<file path="src/rtl/ttl86_pkg.sv">
// Shared constants for the ttl86_xor_quad clocked 74LS86 model.
package ttl86_pkg;

    localparam int unsigned NUM_GATES            = 4;
    localparam int unsigned DEFAULT_DELAY_CYCLES = 2;
    localparam int unsigned MAX_DELAY_CYCLES     = 4;
    localparam int unsigned TOG_WIDTH            = 8;

endpackage

</file>
<file path="src/rtl/ttl86_xor_cell.sv">
// One XOR gate with a DELAY_CYCLES-deep output delay line.
// TTL86_TOGGLE_COUNT_EN adds a saturating output toggle counter.
module ttl86_xor_cell
    import ttl86_pkg::*;
#(
    parameter int unsigned DELAY_CYCLES = DEFAULT_DELAY_CYCLES
) (
    input  logic                 clk,
    input  logic                 rst_n,
    input  logic                 a,
    input  logic                 b,
    output logic                 y
`ifdef TTL86_TOGGLE_COUNT_EN
    ,
    output logic [TOG_WIDTH-1:0] tog
`endif
);

    generate
        if (DELAY_CYCLES == 0 || DELAY_CYCLES > MAX_DELAY_CYCLES) begin : g_bad_delay
            $error("ttl86_xor_cell: DELAY_CYCLES must be in 1..%0d", MAX_DELAY_CYCLES);
        end
    endgenerate

    logic [DELAY_CYCLES-1:0] pipe_q;
    logic [DELAY_CYCLES-1:0] pipe_d;

    // Bit 0 is the freshly sampled result; the top bit drives y.
    always_comb begin
        pipe_d    = pipe_q << 1;
        pipe_d[0] = a ^ b;
    end

    always_ff @(posedge clk or negedge rst_n) begin
        if (!rst_n) begin
            pipe_q <= '0;
        end else begin
            pipe_q <= pipe_d;
        end
    end

    assign y = pipe_q[DELAY_CYCLES-1];

`ifdef TTL86_TOGGLE_COUNT_EN
    logic [TOG_WIDTH-1:0] tog_q;
    logic [TOG_WIDTH-1:0] tog_d;

    // Count on the edge where y changes, so the count tracks y without lag.
    always_comb begin
        tog_d = tog_q;
        if ((pipe_d[DELAY_CYCLES-1] != pipe_q[DELAY_CYCLES-1]) && (tog_q != '1)) begin
            tog_d = tog_q + 1'b1;
        end
    end

    always_ff @(posedge clk or negedge rst_n) begin
        if (!rst_n) begin
            tog_q <= '0;
        end else begin
            tog_q <= tog_d;
        end
    end

    assign tog = tog_q;
`endif

endmodule

</file>
<file path="src/rtl/ttl86_xor_quad.sv">
// Clocked 74LS86 quad 2-input XOR with fixed DELAY_CYCLES latency.
// Define TTL86_TOGGLE_COUNT_EN to add per-gate toggle counters TOG1..TOG4.
module ttl86_xor_quad
    import ttl86_pkg::*;
#(
    parameter int unsigned DELAY_CYCLES = DEFAULT_DELAY_CYCLES
) (
    input  logic                 clk,
    input  logic                 rst_n,
    input  logic                 A1,
    input  logic                 B1,
    output logic                 Y1,
    input  logic                 A2,
    input  logic                 B2,
    output logic                 Y2,
    input  logic                 A3,
    input  logic                 B3,
    output logic                 Y3,
    input  logic                 A4,
    input  logic                 B4,
    output logic                 Y4
`ifdef TTL86_TOGGLE_COUNT_EN
    ,
    output logic [TOG_WIDTH-1:0] TOG1,
    output logic [TOG_WIDTH-1:0] TOG2,
    output logic [TOG_WIDTH-1:0] TOG3,
    output logic [TOG_WIDTH-1:0] TOG4
`endif
);

    logic [NUM_GATES-1:0] a_vec;
    logic [NUM_GATES-1:0] b_vec;
    logic [NUM_GATES-1:0] y_vec;

    assign a_vec = {A4, A3, A2, A1};
    assign b_vec = {B4, B3, B2, B1};

`ifdef TTL86_TOGGLE_COUNT_EN
    logic [TOG_WIDTH-1:0] tog_vec [NUM_GATES];
`endif

    for (genvar g = 0; g < int'(NUM_GATES); g++) begin : g_gate
        ttl86_xor_cell #(
            .DELAY_CYCLES(DELAY_CYCLES)
        ) u_cell (
            .clk  (clk),
            .rst_n(rst_n),
            .a    (a_vec[g]),
            .b    (b_vec[g]),
            .y    (y_vec[g])
`ifdef TTL86_TOGGLE_COUNT_EN
            ,
            .tog  (tog_vec[g])
`endif
        );
    end

    assign Y1 = y_vec[0];
    assign Y2 = y_vec[1];
    assign Y3 = y_vec[2];
    assign Y4 = y_vec[3];

`ifdef TTL86_TOGGLE_COUNT_EN
    assign TOG1 = tog_vec[0];
    assign TOG2 = tog_vec[1];
    assign TOG3 = tog_vec[2];
    assign TOG4 = tog_vec[3];
`endif

endmodule

</file>
<file path="config.mk">
export PLATFORM = sky130hd
export DESIGN_NAME = ttl86_xor_quad
export DESIGN_NICKNAME = d
export VERILOG_FILES = /design/src/rtl/ttl86_pkg.sv /design/src/rtl/ttl86_xor_cell.sv /design/src/rtl/ttl86_xor_quad.sv
export SDC_FILE = /design/constraint.sdc
export NUM_CORES = 1
export LEC_CHECK = 0
export CAP_MARGIN = 15
export CORE_AREA = 2 2 39 41
export CTS_CLUSTER_SIZE = 8
export DETAILED_ROUTE_END_ITERATION = 10
export DIE_AREA = 0 0 41 43
export GPL_TIMING_DRIVEN = 0
export HOLD_SLACK_MARGIN = 0.08
export PLACE_DENSITY = 0.51
export SETUP_SLACK_MARGIN = 0.1
export SKIP_LAST_GASP = 1
export SLEW_MARGIN = 20
export SYNTH_ARGS = -nofsm -noshare
export SYNTH_HDL_FRONTEND = slang
export SYNTH_HIERARCHICAL = 1
export SYNTH_SLANG_ARGS = --single-unit
export TNS_END_PERCENT = 10
</file>
<file path="constraint.sdc">
create_clock -name clk -period 0.9 [get_ports clk]
set_input_delay 0.09 -clock clk [delete_from_list [all_inputs] [get_ports clk]]
set_output_delay 0.09 -clock clk [all_outputs]
set_load 0.02 [all_outputs]
</file>
# After elaboration in Yosys (flattened, before gate mapping)
# Cells that the tools add are included.
[word_totals]
ff_bits = 8
inputBits = 10
output_inout_bits = 4
elab_cells = 8
[op_classes]
n_bitwise = 4
[ops]
columns = ["cell", "n"]
rows = [
  ["1-bit bitwise XOR", 4],
]

# Depth between registers and ports, before layout
[depth]
depth_word = 1
mapped_depth = 1

# Hierarchy
# Netlist, hierarchy kept.
[by_module_without_submodules]
columns = ["mod", "instances", "cells_each", "area_each_um2"]
rows = [
  ["ttl86_xor_cell", 4, 3, 58.8],
]

# Worst setup path after synthesis
# OpenSTA, ideal clock, no wires.
[synth_path]
path_type = "flip-flop to output port"
startpoint = "register g_gate[0].u_cell.pipe_q[1]"
endpoint = "output Y1"
t_arrival_ps = 416
t_required_ps = 810
path_slack_ps = 394
path_stages_with_launch = 1
path_buffers = 0
cell_sequence = "dfrtp_1"
[synth_rtl]
columns = ["item", "line", "rtl"]
rows = [
  ["start, declared", "ttl86_xor_cell.sv:25", "logic [DELAY_CYCLES-1:0] pipe_q;"],
  ["start signal, assigned", "ttl86_xor_cell.sv:38", "pipe_q <= pipe_d;"],
  ["end, declared", "ttl86_xor_quad.sv:12", "output logic Y1,"],
]
# No word-level cell between the ends.

# Final worst setup path
[layout_path]
startpoint = "register g_gate[1].u_cell.pipe_q[1]"
endpoint = "output Y2"
[layout_rtl]
columns = ["item", "line", "rtl"]
rows = [
  ["start, declared", "ttl86_xor_cell.sv:25", ""],
  ["start signal, assigned", "ttl86_xor_cell.sv:38", ""],
  ["end, declared", "ttl86_xor_quad.sv:15", "output logic Y2,"],
]
# No word-level cell between the ends.

==> impl_metrics.tcl <==
set metrics [dict create \
    largest_reg_flops 8 \
    antenna_left 0 \
    ys_ff_latch 8 \
    grt_pass1_wl_um 614 \
    mostFrequentLayoutCells "clkdlybuf4s50_1 (9), dfrtp_1 (8), xor2_1 (4), buf_6 (4), clkbuf_4 (3)" \
    cts_tree "done" \
    vias 151 \
    syn_area_sq_um 235 \
    rows 14 \
    grt.overflow.total 0 \
    die_y_um 43 \
    yosysWarnings 6 \
    post_cts_buffers 0 \
    hold_ws_ns 0.121 \
    drt-total-wl_um 357 \
    hold_buffers 0 \
    clk_latency_ns 0.24 \
    drive_gt1_share_pct 25.0 \
    clk_pin_slew_worst_paths_ns 0.05 \
    cp.required_ns 0.81 \
    grt_pass1_vias 178 \
    regMostFlops "g_gate.u_cell/pipe_q" \
    top_regs "g_gate.u_cell/pipe_q (8)" \
    drc 0 \
    routabilityCongestion 0.540 \
    power.leakage_nw 0.184 \
    grt_max_degree 9 \
    initial_utilization_pct 17.0 \
    nFillCells 146 \
    layout_commonest_cell "clkdlybuf4s50_1" \
    cts_buffers 3 \
    seq_area_frac_synth_pct 85.1 \
    setup-tns-final_ns 0 \
    period_share_pct 92.2 \
    worstSetupPathType "reg2out" \
    grt_use_total_pct 5.88 \
    finalCriticalPeriod_ns 0.830 \
    cp_num_buf_inv 1 \
    fmax_mhz 1200 \
    synth.distinct_cells 2 \
    tightest_slew_ns 0.351 \
    path_cells "buf_6" \
    reg2reg_slack_ns 0.43 \
    port_buffers 13 \
    ys_top_cells_by_area "dfrtp_1 (85%), xor2_1 (15%)" \
    cts-root-buf "clkbuf_4" \
    cp_max_fo 1 \
    grt_setup_unrepaired "yes" \
    min_path_type "in2async" \
    slew_headroom_pct 76.5 \
    cts_buffer_depth 2 \
    endpoint_kind "output port" \
    synth.avg_cell_area_sq_um 19.6 \
    fin_skew_ns 0.000190 \
    viasPerCell 3.43 \
    max-vdd-ir-drop_v 0.000507 \
    core_area_sq_um 1380 \
    slowest_delay_ns 0.37 \
    dr.pass1.iters 1 \
    synth_area_leader_cell "dfrtp_1" \
    syn-num-nets 22 \
    cp_data_arrival_time_ns 0.74 \
    n_antenna_cell 0 \
    die-area_sq_um 1760 \
    crit_slowest_cell "dfrtp_1" \
    maxCapViolCount 0 \
    synth_top_area_share_pct 85.1 \
    postSynthCellCount 12 \
    boundaryPins 14 \
    dieWidth_um 41 \
    drtIter0Drc 0 \
    numClockSinks 8 \
    htreeDepth 1 \
    final_util_pct 29.8 \
    power.density_nw_per_um2 1900 \
    status "completed" \
    critPathTopFamily "flip-flops" \
    slew_viol_final 0 \
    syn_to_final_growth_pct 75.5 \
    setup_viol 0 \
    antenna_found_initial 0 \
    hold_violations 0 \
    crit_path_start_kind "flop" \
    finalNetCount 40 \
    wire_per_inst_um 8.11 \
]
[per-stage QoR]
stage                     power (mW)  std cells  setup slack (ns)  area (sq um)
after floorplan                0.445         12             0.394           235
after global placement         0.528         41           -0.0810           385
after detailed placement       0.534         41           -0.0939           385
after CTS                      0.810         44            0.0524           413
after global routing           0.839         44            0.0374           413
final                          0.786         44            0.0698           413
[final timing paths]
check / from / depth (start not counted) / end
max: g_gate[1].u_cell/pipe_q[1] / 1 / Y2
min: rst_n / 1 / g_gate[1].u_cell/pipe_q[0]
max reg2reg: g_gate[3].u_cell/pipe_q[0] / 0 / g_gate[3].u_cell/pipe_q[1]
min reg2reg: g_gate[2].u_cell/pipe_q[0] / 0 / g_gate[2].u_cell/pipe_q[1]
max in group asynchronous: rst_n / 1 / g_gate[3].u_cell/pipe_q[1]
min in group clk: g_gate[2].u_cell/pipe_q[0] / 0 / g_gate[2].u_cell/pipe_q[1]
[what timing repair did]
item / in CTS / in global routing
resized for setup: 24 / 0
endpoints found under the setup margin: 4 / 4
pin swaps: 0 / 0
[metal layers]
metal | GRT usage (%) | part of all wire (%)
met1 | 5.65 | 30
met2 | 7.19 | 50
met3 | 3.14 | 20
met4 | 8.00 | 0
met5 | 0 | 0
[area by class of cell]
type / instances / area (sq um) / area share, %
multi-input combinational: 4 / 35.0 / 8.48
sequential: 8 / 200 / 48.5
timing repair buffer: 13 / 135 / 32.7
tap: 16 / 20.0 / 4.85
clock buffer: 3 / 22.5 / 5.45
[kinds of logic after synthesis]
family,Yosys count,synth area share [%]
flops,8,85.1
xor+xnor,4,14.9
[cell usage after synthesis]
master,count
dfrtp_1,8
xor2_1,4
[power by group]
group          internal (mW)  switching [mW]  total, mW
clock network          0.151           0.102      0.253
logic                 0.0751          0.0483      0.123
registers              0.397          0.0122      0.409
total                  0.623           0.163      0.786
Power figures use the tool's default switching activity.
